--- config.mk ---
export PLATFORM = sky130hd
export DESIGN_NAME = matmul_stream_adapter
export DESIGN_NICKNAME = d
export VERILOG_FILES = /design/src/rtl/matmul_stream_adapter.sv
export SDC_FILE = /design/constraint.sdc
export NUM_CORES = 1
export LEC_CHECK = 0
export BUFFER_PORTS_ARGS = -buffer_cell sky130_fd_sc_hd__buf_4
export CAP_MARGIN = 20
export CELL_PAD_IN_SITES_DETAIL_PLACEMENT = 1
export CELL_PAD_IN_SITES_GLOBAL_PLACEMENT = 1
export CORE_UTILIZATION = 40
export CTS_CLUSTER_DIAMETER = 40
export CTS_CLUSTER_SIZE = 20
export DETAILED_ROUTE_END_ITERATION = 16
export GPL_TIMING_DRIVEN = 0
export PLACE_DENSITY_LB_ADDON = 0.2
export SLEW_MARGIN = 5
export SYNTH_ARGS = -nofsm -noshare
export SYNTH_HDL_FRONTEND = slang
export SYNTH_SLANG_ARGS = --single-unit
--- constraint.sdc ---
create_clock -name clk -period 17.6 [get_ports clk]
set_input_delay 1.76 -clock clk [delete_from_list [all_inputs] [get_ports clk]]
set_output_delay 1.76 -clock clk [all_outputs]
set_load 0.02 [all_outputs]
--- src/rtl/matmul_stream_adapter.sv ---
// Serial valid/ready front/back end for the matrix-multiply host: loads A and B
// element by element, kicks the host, captures its result and streams it back out.
module matmul_stream_adapter #(
    parameter int MATRIX_SIZE    = 4,
    parameter int DATA_WIDTH     = 8,
    parameter int RESULT_WIDTH   = 16,
    parameter int TIMEOUT_CYCLES = 255
) (
    input  logic                                              clk,
    input  logic                                              rst,
    input  logic [DATA_WIDTH-1:0]                             in_data,
    input  logic                                              in_valid,
    output logic                                              in_ready,
    output logic [RESULT_WIDTH-1:0]                           out_data,
    output logic                                              out_valid,
    input  logic                                              out_ready,
    output logic                                              out_last,
    output logic [MATRIX_SIZE*MATRIX_SIZE*DATA_WIDTH-1:0]     mat_a_flat,
    output logic [MATRIX_SIZE*MATRIX_SIZE*DATA_WIDTH-1:0]     mat_b_flat,
    output logic                                              start_mult,
    input  logic                                              mult_done,
    input  logic [MATRIX_SIZE*MATRIX_SIZE*RESULT_WIDTH-1:0]   mat_c_flat,
    output logic                                              busy,
    output logic                                              timeout_err
);

    localparam int NN = MATRIX_SIZE * MATRIX_SIZE;
    localparam int IW = $clog2(NN) + 1;
    localparam int AW = (NN > 1) ? $clog2(NN) : 1;
    localparam logic [IW-1:0] LAST_IDX = IW'(NN - 1);
    localparam logic [15:0]   TMO      = 16'(TIMEOUT_CYCLES);

    typedef enum logic [2:0] {
        S_LOAD_A,
        S_LOAD_B,
        S_START,
        S_WAIT,
        S_CAPTURE,
        S_DRAIN
    } state_t;

    state_t                  r_state;
    state_t                  w_stateNext;
    logic [IW-1:0]           r_idx;
    logic [15:0]             r_cnt;
    logic                    r_timeoutErr;
    logic [DATA_WIDTH-1:0]   r_a [NN];
    logic [DATA_WIDTH-1:0]   r_b [NN];
    logic [RESULT_WIDTH-1:0] r_c [NN];

    logic                    w_accept;
    logic                    w_outFire;
    logic                    w_idxLast;
    logic                    w_timeoutHit;
    logic [15:0]             w_cntNext;
    logic [AW-1:0]           w_addr;

    assign w_addr       = r_idx[AW-1:0];
    assign w_idxLast    = (r_idx == LAST_IDX);
    assign w_cntNext    = r_cnt + 16'd1;
    assign w_timeoutHit = (w_cntNext == TMO);

    assign in_ready    = (r_state == S_LOAD_A) || (r_state == S_LOAD_B);
    assign w_accept    = in_valid && in_ready;
    assign out_valid   = (r_state == S_DRAIN);
    assign w_outFire   = out_valid && out_ready;
    assign out_data    = r_c[w_addr];
    assign out_last    = out_valid && w_idxLast;
    assign start_mult  = (r_state == S_START);
    assign busy        = (r_state != S_LOAD_A);
    assign timeout_err = r_timeoutErr;

    for (genvar k = 0; k < NN; k++) begin : g_flat
        assign mat_a_flat[k*DATA_WIDTH +: DATA_WIDTH] = r_a[k];
        assign mat_b_flat[k*DATA_WIDTH +: DATA_WIDTH] = r_b[k];
    end

    // A done arriving on the very cycle the limit is reached takes priority over the abort.
    always_comb begin
        w_stateNext = r_state;
        case (r_state)
            S_LOAD_A:  if (w_accept && w_idxLast) w_stateNext = S_LOAD_B;
            S_LOAD_B:  if (w_accept && w_idxLast) w_stateNext = S_START;
            S_START:   w_stateNext = S_WAIT;
            S_WAIT: begin
                if (mult_done)         w_stateNext = S_CAPTURE;
                else if (w_timeoutHit) w_stateNext = S_LOAD_A;
            end
            S_CAPTURE: w_stateNext = S_DRAIN;
            S_DRAIN:   if (w_outFire && w_idxLast) w_stateNext = S_LOAD_A;
            default:   w_stateNext = S_LOAD_A;
        endcase
    end

    always_ff @(posedge clk or posedge rst) begin
        if (rst) begin
            r_state      <= S_LOAD_A;
            r_idx        <= '0;
            r_cnt        <= '0;
            r_timeoutErr <= 1'b0;
            for (int k = 0; k < NN; k++) begin
                r_a[k] <= '0;
                r_b[k] <= '0;
                r_c[k] <= '0;
            end
        end else begin
            r_state <= w_stateNext;
            case (r_state)
                S_LOAD_A: begin
                    if (w_accept) begin
                        r_a[w_addr]  <= in_data;
                        r_idx        <= w_idxLast ? '0 : r_idx + 1'b1;
                        r_timeoutErr <= 1'b0;
                    end
                end
                S_LOAD_B: begin
                    if (w_accept) begin
                        r_b[w_addr] <= in_data;
                        r_idx       <= w_idxLast ? '0 : r_idx + 1'b1;
                    end
                end
                S_START: r_cnt <= '0;
                S_WAIT: begin
                    r_cnt <= w_cntNext;
                    if (!mult_done && w_timeoutHit) begin
                        r_timeoutErr <= 1'b1;
                        r_idx        <= '0;
                    end
                end
                S_CAPTURE: begin
                    for (int k = 0; k < NN; k++) begin
                        r_c[k] <= mat_c_flat[k*RESULT_WIDTH +: RESULT_WIDTH];
                    end
                    r_idx <= '0;
                end
                S_DRAIN: begin
                    if (w_outFire) r_idx <= w_idxLast ? '0 : r_idx + 1'b1;
                end
                default: r_idx <= '0;
            endcase
        end
    end

endmodule
# Yosys cells after proc, flatten, opt, wreduce, memory -nomap -nowiden
# Index checks and enable logic that the tools add are counted.
classes:
  reduce_logical: 19
  magnitude_cmp: 2
  muxes: 22
  add_sub_neg: 2
  n_eq_ne: 15
  bitwise_logic: 2
op_table:
  columns: ["operator", "n"]
  rows:
  - ["128-bit bitwise mux", 2]
  - ["16-bit binary-select mux with 4-bit select", 1]
  - ["8-bit demux with 4-bit select", 1]
  - ["16-bit 2-to-1 mux", 2]
  - ["16-bit one-hot mux with 2 select lines", 1]
  - ["5-bit 2-to-1 mux", 4]
  - ["5-bit one-hot mux with 4 select lines", 1]
  - ["3-bit one-hot mux with 6 select lines", 1]
  - ["16-bit by 1-bit adder with 16-bit output, second input constant", 1]
  - ["16-bit by 8-bit == test with 1-bit output, second input constant", 1]
  - ["3-bit 2-to-1 mux", 5]
  - ["2-bit by 1-bit inequality test with 1-bit output, second input constant", 5]
  - ["8-bit 2-to-1 mux", 1]
  - ["4-bit AND reduction", 2]
  - ["1-bit logical AND", 7]
  - ["3-bit by 2-bit == test with 1-bit output, second input constant", 2]
  - ["3-bit == test, second input constant", 2]
  - ["5-bit by 1-bit adder with 5-bit output, second input constant", 1]
  - ["5-bit by 4-bit == test with 1-bit output, second input constant", 1]
  - ["5-bit greater-or-equal comparator, second input constant", 1]
  - ["5-bit by 1-bit < comparator with 1-bit output, second input constant", 1]
  - ["4-bit NOT with 5-bit output", 1]
  - ["2-bit inequality test, second input constant", 2]
  - ["2-bit AND reduction", 2]
  - ["12 further kinds", 14]
word_totals:
  wordCells: 114
  input_bits: 269
  reg_bits: 537
  output_inout_bits: 278

# Depth between registers and ports, before layout
logic_depth:
  depth_word: 6
  ltp_mapped: 11
  depth_no_buf: 7

# Worst setup path after synthesis
# No wires, ideal clock.
synth_path:
  path_type: "flip-flop to output port"
  start: "register r_idx[0]"
  end: "output port out_data[0]"
  n_path_buf: 3
  t_arrival_ns: 1.900
  stages_incl_launch_ff: 6
  t_required_ns: 15.840
  setup_slack_ns: 13.940
  path_cell_list: "dfrtp_1 > clkbuf_1 > buf_6 > buf_6 > mux4_2 > mux4_2"
synth_between:
  elab_chain_len: 4
synth_lines:
  columns: ["item", "line_no", "source"]
  rows:
  - ["start, declared", "44", "logic [IW-1:0] r_idx;"]
  - ["start signal, assigned", "112", "r_idx <= w_idxLast ? '0 : r_idx + 1'b1;"]
  - ["start signal, assigned", "119", "r_idx <= w_idxLast ? '0 : r_idx + 1'b1;"]
  - ["start signal, assigned", "137", "if (w_outFire) r_idx <= w_idxLast ? '0 : r_idx + 1'b1;"]
  - ["4-bit NOT with 5-bit output (not written as such)", "67", "assign out_data = r_c[w_addr];"]
  - ["16-bit binary-select mux with 4-bit select", "67", null]
  - ["16-bit 2-to-1 mux (not written as such) (2 in a row)", "67", null]
  - ["end, declared", "14", "output logic [RESULT_WIDTH-1:0] out_data,"]
# No other way between the ends. The select of a mux whose other input is x is not followed.

# Final worst setup path
layout_path:
  start: "register r_idx[1]"
  end: "output port out_data[8]"
# The elaborated chain is that of the path after synthesis.

==> metrics.md <==
| Metric | Value |
|---|---|
| Xor and xnor area share after synthesis | 0.001911 |
| CORE AREA | ~56000 um2 |
| Final hold vios | 0 |
| Final Critical Period | 5.147 ns |
| Postcts setup bufs | 0 |
| Tightest Pin Transition | between 0.9 and 1 ns |
| DR iter-0 viols | roughly 640 |
| Sequential share of the synthesized area | 0.5864 |
| # clock sinks | 537 |
| Final setup vio count | 0 |
| First-pass GRT wire length | 113100 um |
| Count of different cell masters after synthesis | 63 |
| Vias in the first global route | 17151 |
| Die X | roughly 240 um |
| Clock Tree Buf Depth | 3 |
| CP Launch Point | r_idx[1]$_DFFE_PP0P_ |
| Reg clk slew, reported paths | 0.06 ns |
| Wire length per cell | 26.07 um |
| CTS root buffer | clkbuf_16 |
| Final WS setup | 12.45 ns |
| Multiplexer share of the synthesized area | 0.3324 |
| Final slew viol count | 0 |
| Ys flop type | dfrtp_1 |
| Placed instance area | about 28000 um2 |
| IO Port Bufs | 546 |
| Worst R2R Start | r_idx[0]$_DFFE_PP0P_ |
| Initial core utilization | 0.4056 |
| Post-Synth Adder-Cell Area | 0.003276 |
| # hold bufs at CTS | 0 |
| RSZ-0062 raised after global routing | false |
| Maximum fanout along the worst path | 10 |
| Min-delay worst type | register to register |
| Final worst-path cycle share | 0.2924 |
| Worst IR Drop VDD | 0.00009432 V |
| Mapped Nets | around 1700 |
| Largest family of logic cells by synthesized area | multiplexers |
| Worst setup EP type | output pin |
| Share of post-route cells with drive strength above 1 | 0.6436 |
| Post-synth ARST share | 1.000 |
| Post-route cell area | 31350 um2 |
| Pwr/cell area | 187.8 nW/um2 |
| DRT Wirelength | between 70000 and 80000 um |
| Pre-CTS setup slack | between 10 and 15 ns |
| Yosys reg bits | between 500 and 600 |
| Most common cell after layout, fill and taps aside | buf_4 |
| Core Rows | 87 |
| CP Class | register to output pin |
| Largest net degree at the start of global routing | about 120 |
| R2R Setup Slk | between 10 and 15 ns |
| Initial antenna violation count | 13 |
| Relative slew slack | 0.3367 |
| Post-layout nets | approximately 2400 |
| Fmax | roughly 0.19 GHz |
| Most frequent cells in the layout | buf_4, dfrtp_1, mux2_2 |
| Synth Area in Compound Gates | 0.01573 |
| Gr ovfl total | 0 |
| Pre-antenna DRT Iters | 4 |
| Crit path DAT | 3.39 ns |
| Max-Cap Viols | 0 |
| Syn Inst Count | around 1500 |
| H-tree depth | 3 |
| Outcome | complete, no violations |
| Vias | 15301 |
| Post-DP HPWL | about 57000 um |
| Worst setup SP type | register |
| Clock Skew | roughly 0.033 ns |
| Worst skew pair latency | slightly above 0.6 ns |
| Post-synth EDFFs | 0 |
| Resize count post-CTS | 0 |
| Final GP Congestion | 0.8108 |
| Yosys warns | 0 |
| RR Endpoint | mat_b_flat[32]$_DFFE_PP0P_ |
| Syn avg cell area | approximately 16 um2 |
| # DRC | 0 |
| Syn-to-layout area delta | 36.81% |
| Worst Reg-to-Reg Cells | 11 |
| Die area | ~58000 um2 |
| CTS tree | built |
| Leakage power | around 15 nW |
| Die height | 241.3 um |
| Final antenna-violating net count | 0 |
| GRT Overall Usage | 0.2657 |
| Number of I/O pins | 547 |
| Synthesized cell area | around 23000 um2 |
| CTS buffer count | 89 |
| Critical Path Sink | out_data[8] |
| CP Data Required Time | 15.84 ns |
| Synth Area in Simple Gates | 0.03555 |
| DR vias/cell | between 5 and 6 |
[power by group]
| part | leakage [nW] | internal (mW) | switching (mW) |
|---|---|---|---|
| logic | 6.78 | 1.03 | 1.01 |
| clock network | 1.56 | 1.19 | 0.659 |
| registers | 7.03 | 1.73 | 0.277 |
[worst min-delay path by stage]
stage | from | to | slack, ns | depth (start not counted)
final | mat_a_flat[103]$_DFFE_PP0P_ | mat_a_flat[103]$_DFFE_PP0P_ | 0.49 | 1
after global routing | mat_b_flat[57]$_DFFE_PP0P_ | mat_b_flat[57]$_DFFE_PP0P_ | 0.51 | 1
after CTS | mat_a_flat[103]$_DFFE_PP0P_ | mat_a_flat[103]$_DFFE_PP0P_ | 0.50 | 1
after detailed placement | mat_a_flat[103]$_DFFE_PP0P_ | mat_a_flat[103]$_DFFE_PP0P_ | 0.48 | 1
after global placement | mat_a_flat[113]$_DFFE_PP0P_ | mat_a_flat[113]$_DFFE_PP0P_ | 0.48 | 1
after floorplan | r_c[144]$_DFFE_PP0P_ | r_c[144]$_DFFE_PP0P_ | 0.48 | 1
[logic make-up after synthesis]
group	Yosys count
adder cells (fa/ha/maj)	6
AO/OA/AOI/OAI	54
XOR/XNOR	5
multiplexers	597
buffers and inverters	113
AND/OR/NAND/NOR	140
flip-flops	537
[cell usage after synthesis (4+ instances only)]
| cell type | count | area share |
|---|---|---|
| dfrtp_1 | 537 | 0.59 |
| mux2_2 | 508 | 0.25 |
| mux4_2 | 80 | 0.079 |
| buf_2 | 44 | 0.0096 |
| nand2_1 | 39 | 0.0064 |
| clkbuf_1 | 38 | 0.0062 |
| o21ai_0 | 19 | 0.0041 |
| nand2_2 | 16 | 0.0044 |
| nor2_1 | 15 | 0.0025 |
| nand3_1 | 13 | 0.0028 |
| inv_1 | 12 | 0.0020 |
| nor3_1 | 11 | 0.0024 |
| a21oi_1 | 8 | 0.0017 |
| and3_1 | 8 | 0.0022 |
| buf_6 | 8 | 0.0039 |
| buf_1 | 6 | 0.00098 |
| ha_1 | 6 | 0.0033 |
| mux2i_1 | 5 | 0.0022 |
| o31ai_1 | 5 | 0.0016 |
| and2_1 | 4 | 0.0011 |
| mux2_1 | 4 | 0.0020 |
| nand3_2 | 4 | 0.0017 |
| nor2_2 | 4 | 0.0011 |
[worst max-delay path: stages, from the launching register on]
cell     delay, ns
dfrtp_1       0.55
buf_2         0.41
buf_1         0.60
mux4_2        0.51
mux4_2        0.49
buf_4         0.18
[metal layers]
layer	vias to the layer above	global-route usage	part of all wire
met3	117	0.09640	0.086
met1	8027	0.2983	0.37
met5	-	0	0.0018
met2	482	0.4604	0.52
li1	6657	-	-
met4	18	0.09954	0.029
[final cells by class]
cell class | count | area (um2)
tap | 756 | 945.9
sequential | 537 | 13440
multi-input combinational | 802 | 8911
fill | 5431 | 25150
clock buffer | 108 | 2462
timing repair buffer | 551 | 4237
inverter | 12 | 52.55
buffer | 101 | 520.5
antenna | 6 | 15.01
clock inverter | 58 | 768.2
[state kept, by name, indices dropped and copies added, names as in the netlist]
name,count
mat_a_flat,128
mat_b_flat,128
r_c,256
r_cnt,16
r_idx,5
r_state,3
timeout_err,1
[metrics by stage]
step | hold WS (ns) | instances | power (mW) | util | TNS (ns)
4_1_cts | 0.4966 | 2925 | 5.956 | 0.5546 | 0
5_1_grt | 0.5107 | 2928 | 6.159 | 0.5548 | 0
3_3_place_gp | 0.4783 | 2754 | 3.997 | 0.4949 | -2776.89
6_report | 0.4930 | 2931 | 5.889 | 0.5549 | 0
2_1_floorplan | 0.4752 | 1452 | 3.182 | - | 0
3_5_place_dp | 0.4846 | 2759 | 4.075 | 0.4975 | 0
No activity file was read; power rests on OpenSTA's default activity.
